### config.mk
export PLATFORM = sky130hd
export DESIGN_NAME = ahb_reg_subordinate
export DESIGN_NICKNAME = d
export VERILOG_FILES = /design/src/rtl/ahb_pkg.sv /design/src/rtl/ahb_regfile.sv /design/src/rtl/ahb_reg_subordinate.sv
export SDC_FILE = /design/constraint.sdc
export NUM_CORES = 1
export LEC_CHECK = 0
export CAP_MARGIN = 15
export CORE_UTILIZATION = 35
export CTS_CLUSTER_DIAMETER = 100
export CTS_CLUSTER_SIZE = 10
export DETAILED_ROUTE_END_ITERATION = 10
export GPL_ROUTABILITY_DRIVEN = 1
export PLACE_DENSITY_LB_ADDON = 0.3
export SYNTH_ARGS = -nofsm -noshare
export SYNTH_HDL_FRONTEND = slang
export SYNTH_SLANG_ARGS = --single-unit
### constraint.sdc
create_clock -name clk -period 21.4 [get_ports clk]
set_clock_uncertainty 0.1 [all_clocks]
set_input_delay 4.28 -clock clk [delete_from_list [all_inputs] [get_ports clk]]
set_output_delay 4.28 -clock clk [all_outputs]
set_load 0.05 [all_outputs]
### src/rtl/ahb_pkg.sv
// AHB-Lite shared types: transfer kinds, response codes, subordinate states.
package ahb_pkg;

  typedef enum logic [1:0] {
    TransIdle   = 2'b00,
    TransBusy   = 2'b01,
    TransNonseq = 2'b10,
    TransSeq    = 2'b11
  } trans_e;

  localparam logic RespOkay  = 1'b0;
  localparam logic RespError = 1'b1;

  typedef enum logic [1:0] {
    SubIdle,
    SubWait,
    SubErr1,
    SubErr2
  } sub_state_e;

  function automatic logic isActive(input logic [1:0] t);
    return (t == TransNonseq) || (t == TransSeq);
  endfunction

endpackage

### src/rtl/ahb_regfile.sv
// Word storage: one synchronous write port, one async read port,
// cleared asynchronously on reset.
module ahb_regfile #(
  parameter int unsigned DataWidth = 32,
  parameter int unsigned Depth     = 16
) (
  input  logic                     clk,
  input  logic                     rst,
  input  logic                     we,
  input  logic [$clog2(Depth)-1:0] wIdx,
  input  logic [DataWidth-1:0]     wData,
  input  logic [$clog2(Depth)-1:0] rIdx,
  output logic [DataWidth-1:0]     rData
);

  logic [DataWidth-1:0] mem [Depth];

  always_ff @(posedge clk or posedge rst) begin
    if (rst) begin
      for (int i = 0; i < Depth; i++) begin
        mem[i] <= '0;
      end
    end else if (we) begin
      mem[wIdx] <= wData;
    end
  end

  assign rData = mem[rIdx];

endmodule

### src/rtl/ahb_reg_subordinate.sv
// AHB-Lite register-bank subordinate with programmable wait states
// and a two-cycle ERROR response for bad transfers.
module ahb_reg_subordinate
  import ahb_pkg::*;
#(
  parameter int unsigned DataWidth = 32,
  parameter int unsigned AddrWidth = 32,
  parameter int unsigned Depth     = 16,
  parameter logic [AddrWidth-1:0] BaseAddr = '0,
  parameter int unsigned WaitStates = 1
) (
  input  logic                 clk,
  input  logic                 rst,
  input  logic                 sel,
  input  logic [AddrWidth-1:0] addr,
  input  logic [1:0]           trans,
  input  logic                 write,
  input  logic [2:0]           size,
  input  logic [DataWidth-1:0] wData,
  input  logic                 readyIn,
  output logic [DataWidth-1:0] rData,
  output logic                 readyOut,
  output logic                 resp
);

  localparam int unsigned Bytes    = DataWidth / 8;
  localparam int unsigned ByteBits = $clog2(Bytes);
  localparam int unsigned IdxBits  = $clog2(Depth);
  localparam logic [AddrWidth-1:0] Span = AddrWidth'(Depth * Bytes);
  localparam logic [3:0] WaitLoad = 4'(WaitStates);
  localparam logic [2:0] FullSize = 3'(ByteBits);

  sub_state_e state, stateN;
  logic [3:0] cnt, cntN;
  logic pend, pendN;
  logic [IdxBits-1:0] idx;
  logic wr;

  logic [AddrWidth-1:0] offset;
  logic inRange, aligned, sizeOk;
  logic badXfer, accept;
  logic [DataWidth-1:0] word;

  assign offset  = addr - BaseAddr;
  assign inRange = (addr >= BaseAddr) && (offset < Span);
  assign aligned = (addr[ByteBits-1:0] == '0);
  assign sizeOk  = (size == FullSize);
  assign badXfer = !(inRange && aligned && sizeOk);

  assign readyOut = !((state == SubWait) || (state == SubErr1));
  assign resp = ((state == SubErr1) || (state == SubErr2))
              ? RespError : RespOkay;
  assign accept = sel && readyIn && readyOut && isActive(trans);

  // pend marks the completing cycle of an OKAY transfer; it is only
  // ever set alongside SubIdle, which doubles as the completion state.
  always_comb begin
    stateN = state;
    cntN   = cnt;
    pendN  = 1'b0;
    unique case (state)
      SubWait: begin
        cntN = cnt - 4'd1;
        if (cnt <= 4'd1) begin
          stateN = SubIdle;
          cntN   = 4'd0;
          pendN  = 1'b1;
        end
      end
      SubErr1: stateN = SubErr2;
      default: begin
        stateN = SubIdle;
        cntN   = 4'd0;
        if (accept) begin
          if (badXfer) begin
            stateN = SubErr1;
          end else if (WaitStates != 0) begin
            stateN = SubWait;
            cntN   = WaitLoad;
          end else begin
            pendN = 1'b1;
          end
        end
      end
    endcase
  end

  always_ff @(posedge clk or posedge rst) begin
    if (rst) begin
      state <= SubIdle;
      cnt   <= 4'd0;
      pend  <= 1'b0;
    end else begin
      state <= stateN;
      cnt   <= cntN;
      pend  <= pendN;
    end
  end

  always_ff @(posedge clk or posedge rst) begin
    if (rst) begin
      idx <= '0;
      wr  <= 1'b0;
    end else if (accept) begin
      idx <= offset[ByteBits +: IdxBits];
      wr  <= write;
    end
  end

  ahb_regfile #(
    .DataWidth(DataWidth),
    .Depth    (Depth)
  ) uRegs (
    .clk  (clk),
    .rst  (rst),
    .we   (pend && wr),
    .wIdx (idx),
    .wData(wData),
    .rIdx (idx),
    .rData(word)
  );

  assign rData = (pend && !wr) ? word : '0;

endmodule
==> impl_metrics.toml <==
[sta]
finalSetupTns_ns = 0
clock.fmax_mhz = 101
drv_slew = 0
tightestPinTransition_ns = 1.16
grt_setup_unrepaired = "no"
finalSetupViolations = 0
period_share = 0.463
hold_viol = 0
period_minus_slack_ns = 9.90
relSlewSlack = 0.230

[detailed_routing]
drt-vias-per-instance = 5.50
dr_total_vias = 13800
wirelength_um = 59200
first_iter_violations = 853
post_drt_wl_per_cell_um = 23.6
drc = 0
firstDrtPassIters = 5
ant_nets = 0

[global_route]
antenna_found_initial = 1
met2_usage = 0.287
grt_first_pass_wirelength_um = 92600
grt-busiest-layer = "met2"
grt_pass1_vias = 15000
overflow = 0
grt.met3_usage = 0.0277
grt_util_all_layers = 0.173
grt_util_met1 = 0.231
grt_max_degree = 110

[placed_design]
place_congestion = 0.706
dpl.cell_count = 2447
place_area_um2 = 25800
portBuffers = 106
place_hpwl_um = 34300

[setup_path]
worstSetupPathType = "reg -> out"
worstPathArrival_ns = 5.52
worstPathRequired_ns = 17.02
cpPeakStageDelay_ns = 1.01
critPathMaxFanout = 64
crit_buf_inv = 3
crit_top_cell = "buf_4"
crit_slowest_cell = "dfrtp_4"
worst_path_dominant_cell_family = "buffers and inverters"
end_kind = "output pin"
startpoint_type = "register"
path_cells = "buf_4, buf_4, mux2i_1, a22oi_1, o221ai_1, o21ai_0, clkdlybuf4s50_1"

[power_and_ir_drop]
p_clk_frac = 0.385
power_density_nw_per_um2 = 81.1
total_power_w = 0.00222
combPwrFrac = 0.133
p_leak_nw = 12.4
p_int_w = 0.00164
switching_power_w = 0.000573
switching_share = 0.258
pwr-share-seq = 0.482
vdd_ir_drop_max_uv = 60.6

[clock_tree]
clkLatencyLatePin_ns = 0.62
cts_made_buffers = 58
clk_path_buf_depth = 3
h-tree-depth = 2
path_clk_slew_ns = 0.06
cts_hold_buffers = 0
clock-sinks = 524
post_cts_buffers = 0
cts-root-buf = "clkbuf_16"
cts_tree = "done"
cts_resized = 0

[synthesis]
ys_types = 38
syn-num-nets = 1654
synth_seq_cells = 524
synthesis.area_um2 = 23900
synth_area_per_cell_um2 = 15.2
netlist_instances = 1575
yosysSeqAreaShare = 0.548
synth_warnings = 0

[status]
status = "finished, final reports clean"

[final_layout]
drive_gt1_frac = 0.462
fin_nets = 1715
finalNonFillerCells = 2512
area_growth_pct = 14.3
final_area_um2 = 27300
num_antenna_cells = 0

[die]
row_count = 95
pin_count = 108
die_y_um = 263
core_um2 = 67400
start_util = 0.355
dieArea_um2 = 69400
die_w_um = 263

[job]
drv_cap = 0

[hold_path]
hp-class = "reg -> reg"
-- final cells by class --
cell class | instances | area [µm²]
Inverter | 6 | 30.0
Fill cell | 6103 | 40100
Multi-Input combinational cell | 908 | 10200
Tap cell | 873 | 1090
Sequential cell | 524 | 13100
Timing Repair Buffer | 138 | 1340
Clock buffer | 60 | 1460
Clock inverter | 3 | 45.0
-- power by group through the flow --
stage	logic, W	clock network [W]	registers [W]
after floorplan	0.000229	0	0.00106
after global placement	0.000292	0	0.00108
after detailed placement	0.000298	0	0.00108
after CTS	0.000299	0.000882	0.00107
after global routing	0.000317	0.000918	0.00107
final	0.000295	0.000854	0.00107
-- cell usage in the layout (no fill, tap or decap), types with 3 or more instances in the layout --
| cell type | count |
|---|---|
| mux2_2 | 542 |
| dfrtp_1 | 522 |
| clkdlybuf4s50_1 | 106 |
| mux2i_1 | 65 |
| mux4_2 | 64 |
| clkbuf_16 | 58 |
| a22oi_1 | 55 |
| o21ai_0 | 35 |
| mux2_4 | 30 |
| buf_4 | 30 |
| o221ai_1 | 23 |
| nor2_4 | 12 |
| mux2_1 | 9 |
| o22ai_1 | 9 |
| a221o_1 | 9 |
| nor4_1 | 7 |
| nand2b_2 | 5 |
| inv_1 | 5 |
| ha_1 | 5 |
| nand4_1 | 4 |
| nor3_1 | 4 |
| nand2b_1 | 3 |
| nand2_1 | 3 |
| or2_2 | 3 |
-- worst paths after layout --
kind,start,endpoint,slack (ns),depth (start not counted)
worst max-delay path,idx[0]$_DFFE_PP0P_,rData[18],11.50,7
worst min-delay path,uRegs.mem[125]$_DFFE_PP0P_,uRegs.mem[125]$_DFFE_PP0P_,0.38,1
worst max register to register,idx[0]$_DFFE_PP0P_,uRegs.mem[331]$_DFFE_PP0P_,15.98,6
worst min register to register,uRegs.mem[125]$_DFFE_PP0P_,uRegs.mem[125]$_DFFE_PP0P_,0.38,1
max in group asynchronous,rst,uRegs.mem[324]$_DFFE_PP0P_,15.08,4
min in group asynchronous,rst,uRegs.mem[446]$_DFFE_PP0P_,4.12,2
-- layer usage --
metal | part of all wire | wire length [µm]
met3 | 0.037 | 2210
met5 | 0.00019 | 11
met4 | 0.024 | 1440
met1 | 0.45 | 26400
met2 | 0.49 | 29200
-- per-stage QoR --
stage | worst slack (ns) | util | hold slack (ns)
6_report | 11.50 | 0.406 | 0.381
5_1_grt | 11.15 | 0.406 | 0.405
4_1_cts | 11.36 | 0.405 | 0.387
3_5_place_dp | 12.05 | 0.382 | 0.374
3_3_place_gp | 12.01 | 0.382 | 0.364
2_1_floorplan | 2.38 | - | 0.353
-- synth_stat cells --
cell	number	area, µm²
mux2_2	542	6100
dfrtp_1	524	13100
mux2i_1	65	651
mux4_2	64	1440
clkbuf_1	61	229
buf_2	59	295
a22oi_1	55	413
o21ai_0	35	175
mux2_4	30	450
o221ai_1	23	201
nor2_1	14	52.6
a221o_1	9	90.1
mux2_1	9	101
o22ai_1	9	56.3
nand2b_1	8	50.1
buf_6	7	78.8
nor4_1	7	43.8
inv_1	6	22.5
buf_4	5	37.5
ha_1	5	62.6
nand2_1	5	18.8
nand4_1	4	25.0
nor3_1	4	20.0
buf_1	3	11.3
or2_2	3	18.8
a22o_1	2	17.5
clkbuf_4	2	15.0
nand4b_1	2	17.5
nor2b_1	2	12.5
nor4b_1	2	17.5
o31ai_1	2	15.0
nor4_2	1	12.5
o211ai_1	1	7.51
o221a_2	1	11.3
o22a_1	1	8.76
o311a_1	1	10.0
o41ai_1	1	8.76
or4_1	1	7.51
-- cells by family after synthesis --
group | synth area share
AO/OA/AOI/OAI | 0.0424
adder cells (fa/ha/maj) | 0.00262
buffers and inverters | 0.0288
flip-flops | 0.548
multiplexers | 0.366
AND/OR/NAND/NOR | 0.0124
-- worst reg2reg max path, stage by stage, from the launching register on --
cell	delay, ns
dfrtp_4	1.01
buf_4	0.82
buf_4	1.02
nand4b_1	0.67
nor2_4	0.73
buf_4	0.53
mux2_2	0.40
-- state kept, by name, indices dropped and copies added, names as in the netlist --
signal,count
uRegs.mem,512
pend,1
state,2
idx,4
cnt,4
wr,1
(Power assumes the default switching activity.)
==> RTL change (same settings) <==
Re-encode `sub_state_e` (4 states) as Gray code, 2 bits wide.
--- a/src/rtl/ahb_pkg.sv
+++ b/src/rtl/ahb_pkg.sv
@@ -14,6 +14,6 @@
   typedef enum logic [1:0] {
-    SubIdle,
-    SubWait,
-    SubErr1,
-    SubErr2
+    SubIdle = 2'b00,
+    SubWait = 2'b01,
+    SubErr1 = 2'b11,
+    SubErr2 = 2'b10
   } sub_state_e;
Function: same outputs for any inputs over 4 cycles, from zero or initial values and one cycle with rst high; so few cycles prove little.
==> RTL change against the original RTL <==
  * Total power is 15% higher
  * Sequential cell count unchanged
  * Worst hold slack improved by 14 ps
  * Final area decreased by 0.35%
  * Wire length is 2.2% lower
  * Worst setup slack improved by 110 ps
  * Global-route usage down 0.14 points
  * Highest routed layer unchanged
  * Sequential share of layout area is 0.17 points higher
  * Clock power grew 1%
  * Area after synthesis fell by 0.43%
==> RTL change: results (changes against the original RTL) <==
metric;value;unit;change
compound-gate portion of the synthesized area;4.07;%;-0.17 points
syn nets;1646;;-0.48%
ranking of synthesized cells by area;dfrtp_1 (55%), mux2_2 (26%), mux4_2 (6.1%);;
Post-Synth Adder-Cell Area;0.105;%;-0.16 points
DRT Pass-1 Iters;5;;unchanged
all-layer global routing usage;17.2;%;-0.14 points
Hold WC Path Type;reg -> reg;;
hpwl dp;32700;um;-4.8%
area of the multi-input gates;0.0102;sq mm;-0.83%
outcome;finished, final reports clean;;
buffers outside the clock class;137;;-0.72%
fill count;6158;;+0.90%
largest net degree at the start of global routing;141;;+28%
buffering overhead;4.75;%;-0.16 points
max incr delay on CP;950;ps;-60 ps
Psw;0.000661;W;+15%
Routed wire per std cell;23.1;um;-2.0%
Slew @ Worst Pin;1130;ps;-21.8 ps
CP arrival;5410;ps;-110 ps
CP max-delay cell;dfrtp_4;;
maximum vdd drop;0.0000695;V;+15%
final wirelength;57900;um;-2.2%
Vias/cell;5.43;;-1.3%
Clock Tree Root;clkbuf_16;;
first-pass GRT wire length;91200;um;-1.6%
Yosys cell types;35;;-7.9%
Placed Cells;2442;;-0.20%
clk_buf instances;62;;+3.3%
vias in the first global route;15000;;+0.060%
gp weighted congestion;0.710;;+0.50%
clk tree area frac;5.65;%;+0.15 points
commonest cells in the netlist;mux2_2 (542), dfrtp_1 (524), a22oi_1 (64), mux2i_1 (64), mux4_2 (64);;
Post-CTS Resized;0;;unchanged
Post-Syn Area per Cell;15.2;sq um;-0.11%
ANT cells;1;;+1
share of cells above drive strength 1;46.3;%;about the same
H-tree depth;2;;unchanged
multi-input gates;902;;-0.66%
leakage power;12.2;nW;-1.3%
fraction of registers with async set/reset;100;%;unchanged
Regs by FF count;uRegs.mem: 512 flops, cnt: 4 flops, idx: 4 flops;;
crit path max fanout;56;;-13%
Crit path max-delay family;buffers and inverters;;
Signal inverters;6;;unchanged
sequential share of the synthesized area;55.0;%;+0.24 points
Clk Latency, worst-skew pair;610;ps;
reg-to-reg slack, setup;18110;ps;+2130 ps
multiplexer share of the synthesized area;36.7;%;+0.12 points
Iter 0 DRT Violations;598;;-30%
Worst-path clk slew;60;ps;about the same
Synth Warn #;0;;unchanged
Synth Area in XOR/XNOR;0.0368;%;+0.037 points
net count reported at finish;1705;;-0.58%
-- RTL change: cell count changes in the layout (fill, tap and decap cells not counted), sizes merged, moves of 2 or more --
| cell | before | now |
|---|---|---|
| a221o | 9 | 0 |
| a22o | 2 | 0 |
| a22oi | 55 | 64 |
| clkbuf | 60 | 62 |
| ha | 5 | 2 |
| o221ai | 23 | 32 |
| o22ai | 9 | 1 |
| o31ai | 2 | 0 |
| or2 | 3 | 1 |
-- RTL change: layer usage --
metal  global-route usage (%)  part of all wire [%]  up-vias
met2                     28.6                    49      233
met4                     4.99                   2.0        2
met5                        0                 0.022        -
met3                     2.15                   3.3       82
met1                     23.4                    46     7344
li1                         -                     -     5935
-- RTL change: path summary, 6_finish.rpt --
path / end / depth (start not counted)
max in group asynchronous: uRegs.mem[38] / 5
setup reg to reg: uRegs.mem[268] / 4
setup / recovery: rData[31] / 7
hold / removal: uRegs.mem[125] / 1
min in group asynchronous: uRegs.mem[158] / 2
hold reg to reg: uRegs.mem[125] / 1
-- RTL change: metrics by stage --
stage / power (W) / hold WS, ps / util, % / instance area [sq um] / worst slack [ps]
after CTS: 0.00258 / 393 / 40.5 / 27200 / 11470
final: 0.00254 / 395 / 40.5 / 27200 / 11610
after detailed placement: 0.00170 / 375 / 38.2 / 25700 / 12140
after floorplan: 0.00157 / 353 / - / 23800 / 2380
after global routing: 0.00267 / 407 / 40.5 / 27200 / 11200
after global placement: 0.00168 / 363 / 38.2 / 25700 / 12140
-- RTL change: power by group through the flow --
stage / combinational, W / clock [W] / sequential, W
after floorplan: 0.000376 / 0 / 0.00120
after global placement: 0.000454 / 0 / 0.00123
after detailed placement: 0.000466 / 0 / 0.00123
after CTS: 0.000467 / 0.000893 / 0.00122
after global routing: 0.000500 / 0.000929 / 0.00124
final: 0.000460 / 0.000865 / 0.00122
